--- src/rtl/lsu_pkg.sv ---
// Shared definitions for the load/store unit: funct3 codes, FSM encoding, width default.
// The LSU_MISALIGNED_EN macro adds the second-beat states used for split accesses.
package lsu_pkg;

  localparam int unsigned XlenDefault = 32;

  localparam logic [2:0] F3Byte  = 3'b000;
  localparam logic [2:0] F3Half  = 3'b001;
  localparam logic [2:0] F3Word  = 3'b010;
  localparam logic [2:0] F3ByteU = 3'b100;
  localparam logic [2:0] F3HalfU = 3'b101;

  typedef enum logic [2:0] {
    StIdle  = 3'd0,
    StReq0  = 3'd1,
    StWait0 = 3'd2,
    StResp  = 3'd5
`ifdef LSU_MISALIGNED_EN
    ,
    StReq1  = 3'd3,
    StWait1 = 3'd4
`endif
  } lsu_state_e;

  function automatic logic f3_legal(input logic store, input logic [2:0] f3);
    if (store) return f3 inside {F3Byte, F3Half, F3Word};
    return f3 inside {F3Byte, F3Half, F3Word, F3ByteU, F3HalfU};
  endfunction

  // An access is misaligned when it crosses a word boundary.
  function automatic logic f3_misaligned(input logic [2:0] f3, input logic [1:0] off);
    case (f3)
      F3Half, F3HalfU: return off == 2'd3;
      F3Word:          return off != 2'd0;
      default:         return 1'b0;
    endcase
  endfunction

endpackage

--- src/rtl/lsu_align.sv ---
// Combinational lane handling: store strobe/data shifting across two words and
// load byte/half selection with sign or zero extension.
module lsu_align
  import lsu_pkg::*;
#(
  parameter int unsigned XLEN = XlenDefault
) (
  input  logic [1:0]        off_i,
  input  logic [2:0]        funct3_i,
  input  logic [XLEN-1:0]   wdata_i,
  input  logic [XLEN-1:0]   rdata_lo_i,
  input  logic [XLEN-1:0]   rdata_hi_i,
  output logic [XLEN/8-1:0] wstrb_lo_o,
  output logic [XLEN/8-1:0] wstrb_hi_o,
  output logic [XLEN-1:0]   wdata_lo_o,
  output logic [XLEN-1:0]   wdata_hi_o,
  output logic [XLEN-1:0]   rdata_o
);

  localparam int unsigned NB = XLEN / 8;

  logic [NB-1:0]     mask;
  logic [2*NB-1:0]   strb2;
  logic [2*XLEN-1:0] wd2;
  logic [XLEN-1:0]   rd_sel;

  always_comb begin
    mask = '0;
    case (funct3_i[1:0])
      2'b00:   mask = NB'(1);
      2'b01:   mask = NB'(3);
      default: mask = '1;
    endcase
    // Shift into a double-word window; the upper half feeds the second beat.
    strb2  = {{NB{1'b0}}, mask} << off_i;
    wd2    = {{XLEN{1'b0}}, wdata_i} << {off_i, 3'b000};
    rd_sel = XLEN'({rdata_hi_i, rdata_lo_i} >> {off_i, 3'b000});

    wstrb_lo_o = strb2[NB-1:0];
    wstrb_hi_o = strb2[2*NB-1:NB];
    wdata_lo_o = wd2[XLEN-1:0];
    wdata_hi_o = wd2[2*XLEN-1:XLEN];

    rdata_o = rd_sel;
    case (funct3_i)
      F3Byte:  rdata_o = {{(XLEN-8){rd_sel[7]}}, rd_sel[7:0]};
      F3Half:  rdata_o = {{(XLEN-16){rd_sel[15]}}, rd_sel[15:0]};
      F3ByteU: rdata_o = {{(XLEN-8){1'b0}}, rd_sel[7:0]};
      F3HalfU: rdata_o = {{(XLEN-16){1'b0}}, rd_sel[15:0]};
      default: rdata_o = rd_sel;
    endcase
  end

endmodule

--- src/rtl/load_store_unit.sv ---
// RV32I load/store unit issuing word beats to a data cache.
// LSU_MISALIGNED_EN: split word-crossing accesses into two beats instead of faulting.
module load_store_unit
  import lsu_pkg::*;
#(
  parameter int unsigned XLEN = XlenDefault
) (
  input  logic              clk,
  input  logic              rst_n,
  input  logic              req_valid,
  output logic              req_ready,
  input  logic              req_store,
  input  logic [2:0]        req_funct3,
  input  logic [XLEN-1:0]   req_base,
  input  logic [11:0]       req_offset,
  input  logic [XLEN-1:0]   req_wdata,
  output logic              rsp_valid,
  output logic [XLEN-1:0]   rsp_data,
  output logic              rsp_err,
  output logic              mem_valid,
  input  logic              mem_ready,
  output logic [XLEN-1:0]   mem_addr,
  output logic              mem_we,
  output logic [XLEN/8-1:0] mem_wstrb,
  output logic [XLEN-1:0]   mem_wdata,
  input  logic              mem_rvalid,
  input  logic [XLEN-1:0]   mem_rdata
);

  localparam int unsigned NB = XLEN / 8;

  lsu_state_e      state_q, state_d;
  logic [XLEN-1:0] addr_q, addr_d;
  logic [XLEN-1:0] wdata_q, wdata_d;
  logic [XLEN-1:0] rsp_data_q, rsp_data_d;
  logic [2:0]      funct3_q, funct3_d;
  logic            store_q, store_d;
  logic            err_q, err_d;

  logic [XLEN-1:0] ea, word_addr, rdata_lo, ld_result, wdata_lo, wdata_hi;
  logic [NB-1:0]   wstrb_lo, wstrb_hi;
  logic            second_beat;

`ifdef LSU_MISALIGNED_EN
  logic            split_q, split_d;
  logic [XLEN-1:0] rdata0_q, rdata0_d;
  assign second_beat = (state_q == StReq1);
  assign rdata_lo    = split_q ? rdata0_q : mem_rdata;
`else
  assign second_beat = 1'b0;
  assign rdata_lo    = mem_rdata;
`endif

  assign ea        = req_base + {{(XLEN-12){req_offset[11]}}, req_offset};
  assign word_addr = {addr_q[XLEN-1:2], 2'b00};
  assign req_ready = (state_q == StIdle);

  lsu_align #(
    .XLEN(XLEN)
  ) u_align (
    .off_i     (addr_q[1:0]),
    .funct3_i  (funct3_q),
    .wdata_i   (wdata_q),
    .rdata_lo_i(rdata_lo),
    .rdata_hi_i(mem_rdata),
    .wstrb_lo_o(wstrb_lo),
    .wstrb_hi_o(wstrb_hi),
    .wdata_lo_o(wdata_lo),
    .wdata_hi_o(wdata_hi),
    .rdata_o   (ld_result)
  );

  always_ff @(posedge clk) begin
    if (!rst_n) begin
      state_q    <= StIdle;
      addr_q     <= '0;
      wdata_q    <= '0;
      rsp_data_q <= '0;
      funct3_q   <= '0;
      store_q    <= 1'b0;
      err_q      <= 1'b0;
`ifdef LSU_MISALIGNED_EN
      split_q    <= 1'b0;
      rdata0_q   <= '0;
`endif
    end else begin
      state_q    <= state_d;
      addr_q     <= addr_d;
      wdata_q    <= wdata_d;
      rsp_data_q <= rsp_data_d;
      funct3_q   <= funct3_d;
      store_q    <= store_d;
      err_q      <= err_d;
`ifdef LSU_MISALIGNED_EN
      split_q    <= split_d;
      rdata0_q   <= rdata0_d;
`endif
    end
  end

  always_comb begin
    state_d    = state_q;
    addr_d     = addr_q;
    wdata_d    = wdata_q;
    rsp_data_d = rsp_data_q;
    funct3_d   = funct3_q;
    store_d    = store_q;
    err_d      = err_q;
`ifdef LSU_MISALIGNED_EN
    split_d    = split_q;
    rdata0_d   = rdata0_q;
`endif
    case (state_q)
      StIdle: begin
        if (req_valid) begin
          addr_d     = ea;
          wdata_d    = req_wdata;
          funct3_d   = req_funct3;
          store_d    = req_store;
          rsp_data_d = '0;
          err_d      = 1'b0;
          state_d    = StReq0;
`ifdef LSU_MISALIGNED_EN
          split_d    = f3_misaligned(req_funct3, ea[1:0]);
          if (!f3_legal(req_store, req_funct3)) begin
            err_d   = 1'b1;
            state_d = StResp;
          end
`else
          if (!f3_legal(req_store, req_funct3) || f3_misaligned(req_funct3, ea[1:0])) begin
            err_d   = 1'b1;
            state_d = StResp;
          end
`endif
        end
      end
      StReq0: if (mem_ready) state_d = StWait0;
      StWait0: begin
        if (mem_rvalid) begin
`ifdef LSU_MISALIGNED_EN
          if (split_q) begin
            rdata0_d = mem_rdata;
            state_d  = StReq1;
          end else begin
            rsp_data_d = store_q ? '0 : ld_result;
            state_d    = StResp;
          end
`else
          rsp_data_d = store_q ? '0 : ld_result;
          state_d    = StResp;
`endif
        end
      end
`ifdef LSU_MISALIGNED_EN
      StReq1: if (mem_ready) state_d = StWait1;
      StWait1: begin
        if (mem_rvalid) begin
          rsp_data_d = store_q ? '0 : ld_result;
          state_d    = StResp;
        end
      end
`endif
      StResp:  state_d = StIdle;
      default: state_d = StIdle;
    endcase
  end

  // Memory-side outputs are zero outside the request states, so reset clears them.
  always_comb begin
    mem_valid = (state_q == StReq0) || second_beat;
    mem_addr  = '0;
    mem_we    = 1'b0;
    mem_wstrb = '0;
    mem_wdata = '0;
    if (mem_valid) begin
      mem_addr = second_beat ? word_addr + XLEN'(4) : word_addr;
      mem_we   = store_q;
      if (store_q) begin
        mem_wstrb = second_beat ? wstrb_hi : wstrb_lo;
        mem_wdata = second_beat ? wdata_hi : wdata_lo;
      end
    end
    rsp_valid = (state_q == StResp);
    rsp_data  = rsp_valid ? rsp_data_q : '0;
    rsp_err   = rsp_valid & err_q;
  end

endmodule

--- config.mk ---
export PLATFORM = sky130hd
export DESIGN_NAME = load_store_unit
export DESIGN_NICKNAME = d
export VERILOG_FILES = /design/src/rtl/lsu_pkg.sv /design/src/rtl/lsu_align.sv /design/src/rtl/load_store_unit.sv
export SDC_FILE = /design/constraint.sdc
export NUM_CORES = 1
export LEC_CHECK = 0
export CELL_PAD_IN_SITES_DETAIL_PLACEMENT = 2
export CELL_PAD_IN_SITES_GLOBAL_PLACEMENT = 2
export CORE_MARGIN = 4
export CORE_UTILIZATION = 30
export DETAILED_ROUTE_END_ITERATION = 10
export GPL_TIMING_DRIVEN = 0
export PLACE_DENSITY = 0.95
export SETUP_SLACK_MARGIN = 0.02
export SYNTH_ARGS = -nofsm -noshare
export SYNTH_HDL_FRONTEND = slang
export SYNTH_HIERARCHICAL = 1
export SYNTH_SLANG_ARGS = --single-unit
--- constraint.sdc ---
create_clock -name clk -period 6.75 [get_ports clk]
set_clock_uncertainty 0.05 [all_clocks]
set_input_delay 0.675 -clock clk [delete_from_list [all_inputs] [get_ports clk]]
set_output_delay 0.675 -clock clk [all_outputs]
set_load 0.02 [all_outputs]
==> results of run 1 <==
cell type report:
type | instances | area (um2)
buffer | 89 | 420
antenna | 1 | 2.50
clock inverter | 6 | 76.3
clock buffer | 10 | 229
timing repair buffer | 218 | 2180
inverter | 10 | 37.5
fill | 3022 | 15200
multi-input combinational | 827 | 5360
tap | 335 | 419
sequential | 104 | 2080
routing by layer:
| metal | vias to the layer above | share of wire, % | GRT usage, % |
|---|---|---|---|
| li1 | 4106 | - | - |
| met1 | 4481 | 38 | 29.2 |
| met4 | 4 | 4.6 | 11.6 |
| met2 | 349 | 52 | 46.9 |
| met3 | 111 | 5.3 | 5.02 |
| met5 | - | 0.039 | 0 |
stage by stage:
step	utilization, %	setup WS, ps	total power (uW)	instance area (um2)	cells
2_1_floorplan	-	4100	1100	7900	1030
3_3_place_gp	40.4	2780	1350	10500	1583
3_5_place_dp	40.4	2710	1400	10500	1583
4_1_cts	41.6	2650	1960	10800	1599
5_1_grt	41.6	2430	2060	10800	1600
6_report	41.6	2650	1960	10800	1600
tightest hold or removal path: cells and delay by family, from the launching register on:
family / cells / cell delay (ps)
simple gates: 1 / 50
flops: 1 / 310
compound gates: 1 / 50
sequential cells by signal (all words and copies together) (netlist names):
| register | flops |
|---|---|
| err_q | 1 |
| state_q | 3 |
| addr_q | 32 |
| wdata_q | 32 |
| store_q | 1 |
| rsp_data_q | 32 |
| funct3_q | 3 |
worst max path at each step:
stage,startpoint,end,slack [ps],cells after the start
4_1_cts,state_q[0]$_SDFFE_PN0P_,mem_addr[8],2650,5
5_1_grt,state_q[0]$_SDFFE_PN0P_,mem_addr[8],2430,5
3_5_place_dp,req_offset[11],addr_q[31]$_SDFFE_PN0P_,2710,10
3_3_place_gp,req_offset[11],addr_q[30]$_SDFFE_PN0P_,2780,10
2_1_floorplan,req_base[0],addr_q[28]$_SDFFE_PN0P_,4100,9
6_report,state_q[0]$_SDFFE_PN0P_,mem_addr[8],2650,5
power by group:
group | total (uW) | switching [uW] | internal (uW)
clock network | 560 | 266 | 295
logic | 704 | 424 | 280
registers | 692 | 35.8 | 656
==> impl_metrics.yaml, run 1 <==
setup_path:
  timing.critical_path.buf_inv: 3
  setup.worst_path.start_class: "flip-flop"
  r2r-start: "state_q[2]$_SDFFE_PN0P_"
  cp_data_required_time_ps: 6020
  timing_worst_setup_path_type: "reg2out"
  cp-end-kind: "output pin"
  cp_top_family: "buffers and inverters"
  path_cells: "nor3b_1 -> clkbuf_1 -> clkbuf_1 -> and2_1 -> clkdlybuf4s50_1"
  timing.critical_path.fanout_max: 10
  ff2ff_setup_slack_ps: 4230
  reg_to_reg_critical_path_endpoint: "wdata_q[28]$_SDFFE_PN0P_"
  slowest_delay_ps: 700
  timing.critical_path.mode_cell: "clkbuf_1"
  crit_arrival_ps: 3370
  cp_slowest_cell: "nor3b_1"
  reg2reg_depth: 7
final_layout:
  post_route_cells_drive_above_1_share_pct: 7.75
  nNetsFinal: 1408
  area_growth_pct: 36.9
  layout.cells.most_common_list: "218 x clkdlybuf4s50_1, 194 x nand2_1, 119 x a21oi_1"
  final_common_cell: "clkdlybuf4s50_1"
global_routing:
  first_global_vias: 10200
  grt_antenna_before_repair: 3
  grt_start_max_net_pins: 22
  grt_overflow_total: 0
  grt_util_overall_pct: 25.8
  grt_first_pass_wirelength_mm: 58.4
cts:
  post-cts-setup-buffers: 0
  cts_inserted_buffers: 9
  post_cts_hold_buffer_count: 0
  cts_repair_resize_count: 0
  worst_skew_pair.late_latency_ps: 360
  cts_buffer_depth: 2
  cts.sink_count: 104
  clockRootBuffer: "clkbuf_16"
  htree_num_levels: 3
  clk_pin_slew_ps: 80
  tritoncts: "yes"
min_path:
  holdPathEnd: "addr_q[3]$_SDFFE_PN0P_"
  worst_hold_path.num_cells: 2
  min_path_type: "reg2reg"
  hold_path.startpoint: "addr_q[3]$_SDFFE_PN0P_"
route:
  vias_per_cell: 5.66
  antenna_left: 0
  count_of_vias_placed_by_the_detailed_router: 9051
  wl_per_cell_um: 24.1
  postRouteWirelength_mm: 38.5
  drc: 0
  dr.first_iter.drc_count: 537
  drt_pre_antenna_iters: 5
synth:
  syn_area_per_cell_um2: 7.67
  ys_warn_count: 6
  mappedNetlistArea_um2: 7900
  netlist_instances: 1029
timing:
  setup_total_negative_slack_ps: 0
  rsz0062_at_grt: "false"
  tightestPinTransition_ps: 865
  finalMaxSlewViolations: 0
  final.min_clock_period_ps: 4100
  final.period_utilization_pct: 60.7
  slew_headroom_pct: 42.1
  fin_hold_ws_ps: 407
  final-hold-violation-count: 0
  timing.fmax_ghz: 0.244
  setup-violations-final: 0
flow_run:
  maxCapViolCount: 0
place:
  routabilityCongestion: 0.930
  place.detailed.hpwl_mm: 31.1
  place.port_buffers: 218
floorplan:
  placeableCoreArea_um2: 26000
  die-area_um2: 29000
  design.portCount: 222
  rows: 59
  floorplan.die.height_um: 170
  initial_utilization_pct: 30.4
  chipWidth_um: 170
power_and_ir_drop:
  ir_drop_mv: 0.124
  total_leakage_power_uw: 0.00401
  p_per_area_nw_per_um2: 181
status:
  run_status: "finished clean"
Note: power is estimated with default switching activity, not from simulation.
==> run 2, diff against run 1 <==
Settings changed: CORE_UTILIZATION 30 to 25, PLACE_DENSITY 0.95 to 0.87.
Clock period 6.75 ns to 3.7 ns, I/O delays scaled along.
==> impl_metrics.yaml, run 2 (synthesized netlist as in run 1, its figures left out) <==
timing:
  finalMaxSlewViolations: 0
  final-hold-violation-count: 0
  final.setup.worst_slack_ps: 240
  rsz0062_at_grt: "false"
  slew_headroom_pct: 39.5
  final.period_utilization_pct: 93.5
  final.min_clock_period_ps: 3460
  tightestPinTransition_ps: 905
  setup-violations-final: 0
  timing.fmax_ghz: 0.289
place:
  routabilityCongestion: 0.915
  place.detailed.hpwl_mm: 29.5
  place.port_buffers: 218
  dpl-instance-area_um2: 10600
  dpl_worst_slack_ps: -83.3
route:
  dr.first_iter.drc_count: 493
  postRouteWirelength_mm: 36.8
  wl_per_cell_um: 22.1
  antenna_left: 0
  vias_per_cell: 5.34
  drc: 0
  count_of_vias_placed_by_the_detailed_router: 8875
  drt_pre_antenna_iters: 7
cts:
  clk_pin_slew_ps: 80
  clockRootBuffer: "clkbuf_16"
  post-cts-setup-buffers: 0
  tritoncts: "yes"
  htree_num_levels: 3
  post_cts_hold_buffer_count: 0
  cts_buffer_depth: 2
  cts_inserted_buffers: 9
  worst_skew_pair.late_latency_ps: 360
  cts.sink_count: 104
floorplan:
  design.portCount: 222
  chipWidth_um: 186
  initial_utilization_pct: 25.5
  placeableCoreArea_um2: 30900
  die-area_um2: 34500
  rows: 64
  floorplan.die.height_um: 186
final_layout:
  layout.cells.most_common_list: "218 x clkdlybuf4s50_1, 194 x nand2_1, 119 x a21oi_1"
  nFillCells: 3598
  nNetsFinal: 1408
  area.sequential_um2: 2080
  top_registers: "addr_q: 32 flops, rsp_data_q: 32 flops, wdata_q: 32 flops"
  multiInputGateArea_um2: 5370
  final_common_cell: "clkdlybuf4s50_1"
  layout.cell_area.non_filler_um2: 10900
  post_route_cells_drive_above_1_share_pct: 7.83
  area_growth_pct: 37.7
status:
  run_status: "finished clean"
setup_path:
  crit_arrival_ps: 3040
  setup.worst_path.start_class: "flip-flop"
  cp-end-kind: "output pin"
  cp_data_required_time_ps: 3280
  timing_worst_setup_path_type: "reg2out"
  timing.critical_path.fanout_max: 10
  ff2ff_setup_slack_ps: 1020
global_routing:
  grt_overflow_total: 0
  grt_start_max_net_pins: 22
  grt_first_pass_wirelength_mm: 56.1
  first_global_vias: 9854
  grt_util_overall_pct: 20.8
  grt_antenna_before_repair: 6
power_and_ir_drop:
  ir_drop_mv: 0.197
  total_leakage_power_uw: 0.00399
  p_per_area_nw_per_um2: 320
flow_run:
  maxCapViolCount: 0
min_path:
  min_path_type: "reg2reg"
==> run 2: cell count changes in the layout (fill, tap and decap cells not counted), sizes merged <==
cell,previous run,this run
clkbuf,65,66
clkinv,3,1
inv,12,11
diode,1,2
bufinv,1,0
clkinvlp,0,3
==> run 2: report_power, final <==
part	switching (uW)	total, uW	internal, uW
registers	62.2	1260	1200
logic	751	1260	513
clock network	476	956	480
==> run 2: repair_timing <==
action / CTS / global route
gates resized for setup: 1 / 1
endpoints found under the setup margin: 20 / 13
endpoints found under the hold margin: 0 / 0
==> run 2: final cells by class <==
cell class,count,share of cell area (%)
multi-input cells,827,49.4
flip-flops and latches,104,19.1
clock inverters,5,0.368
clock buffers,11,2.23
repair buffers,218,20.1
inverters,10,0.345
plain buffers,89,3.87
well taps,396,4.56
diodes,2,0.0460
==> run 2: final timing paths <==
path | from | end | depth (start not counted)
max reg2reg | state_q[2]$_SDFFE_PN0P_ | wdata_q[7]$_SDFFE_PN0P_ | 7
min reg2reg | addr_q[3]$_SDFFE_PN0P_ | addr_q[3]$_SDFFE_PN0P_ | 2
min | addr_q[3]$_SDFFE_PN0P_ | addr_q[3]$_SDFFE_PN0P_ | 2
max | state_q[0]$_SDFFE_PN0P_ | mem_addr[8] | 5
==> run 2: metal layers <==
layer	part of all wire, %	track usage [%]	vias up
met3	5.9	4.10	57
li1	-	-	4097
met5	0.12	0	-
met1	42	25.2	4420
met4	2.5	5.80	8
met2	50	37.5	293
==> run 2: critical path, stage by stage (launching register included) <==
cell and delay (ps):
dfxtp_1 450, nor3b_4 400, clkbuf_1 450, clkbuf_1 480, and2_1 270, clkdlybuf4s50_1 630
==> run 2: through the flow <==
stage | util, % | setup TNS (ps) | power [uW] | hold slack (ps) | cells
after floorplan | - | 0 | 2010 | 367 | 1030
after global placement | 34.2 | 0 | 2480 | 385 | 1644
after detailed placement | 34.2 | -239 | 2530 | 393 | 1644
after CTS | 35.1 | 0 | 3500 | 404 | 1660
after global routing | 35.2 | 0 | 3670 | 426 | 1662
final | 35.2 | 0 | 3480 | 402 | 1662
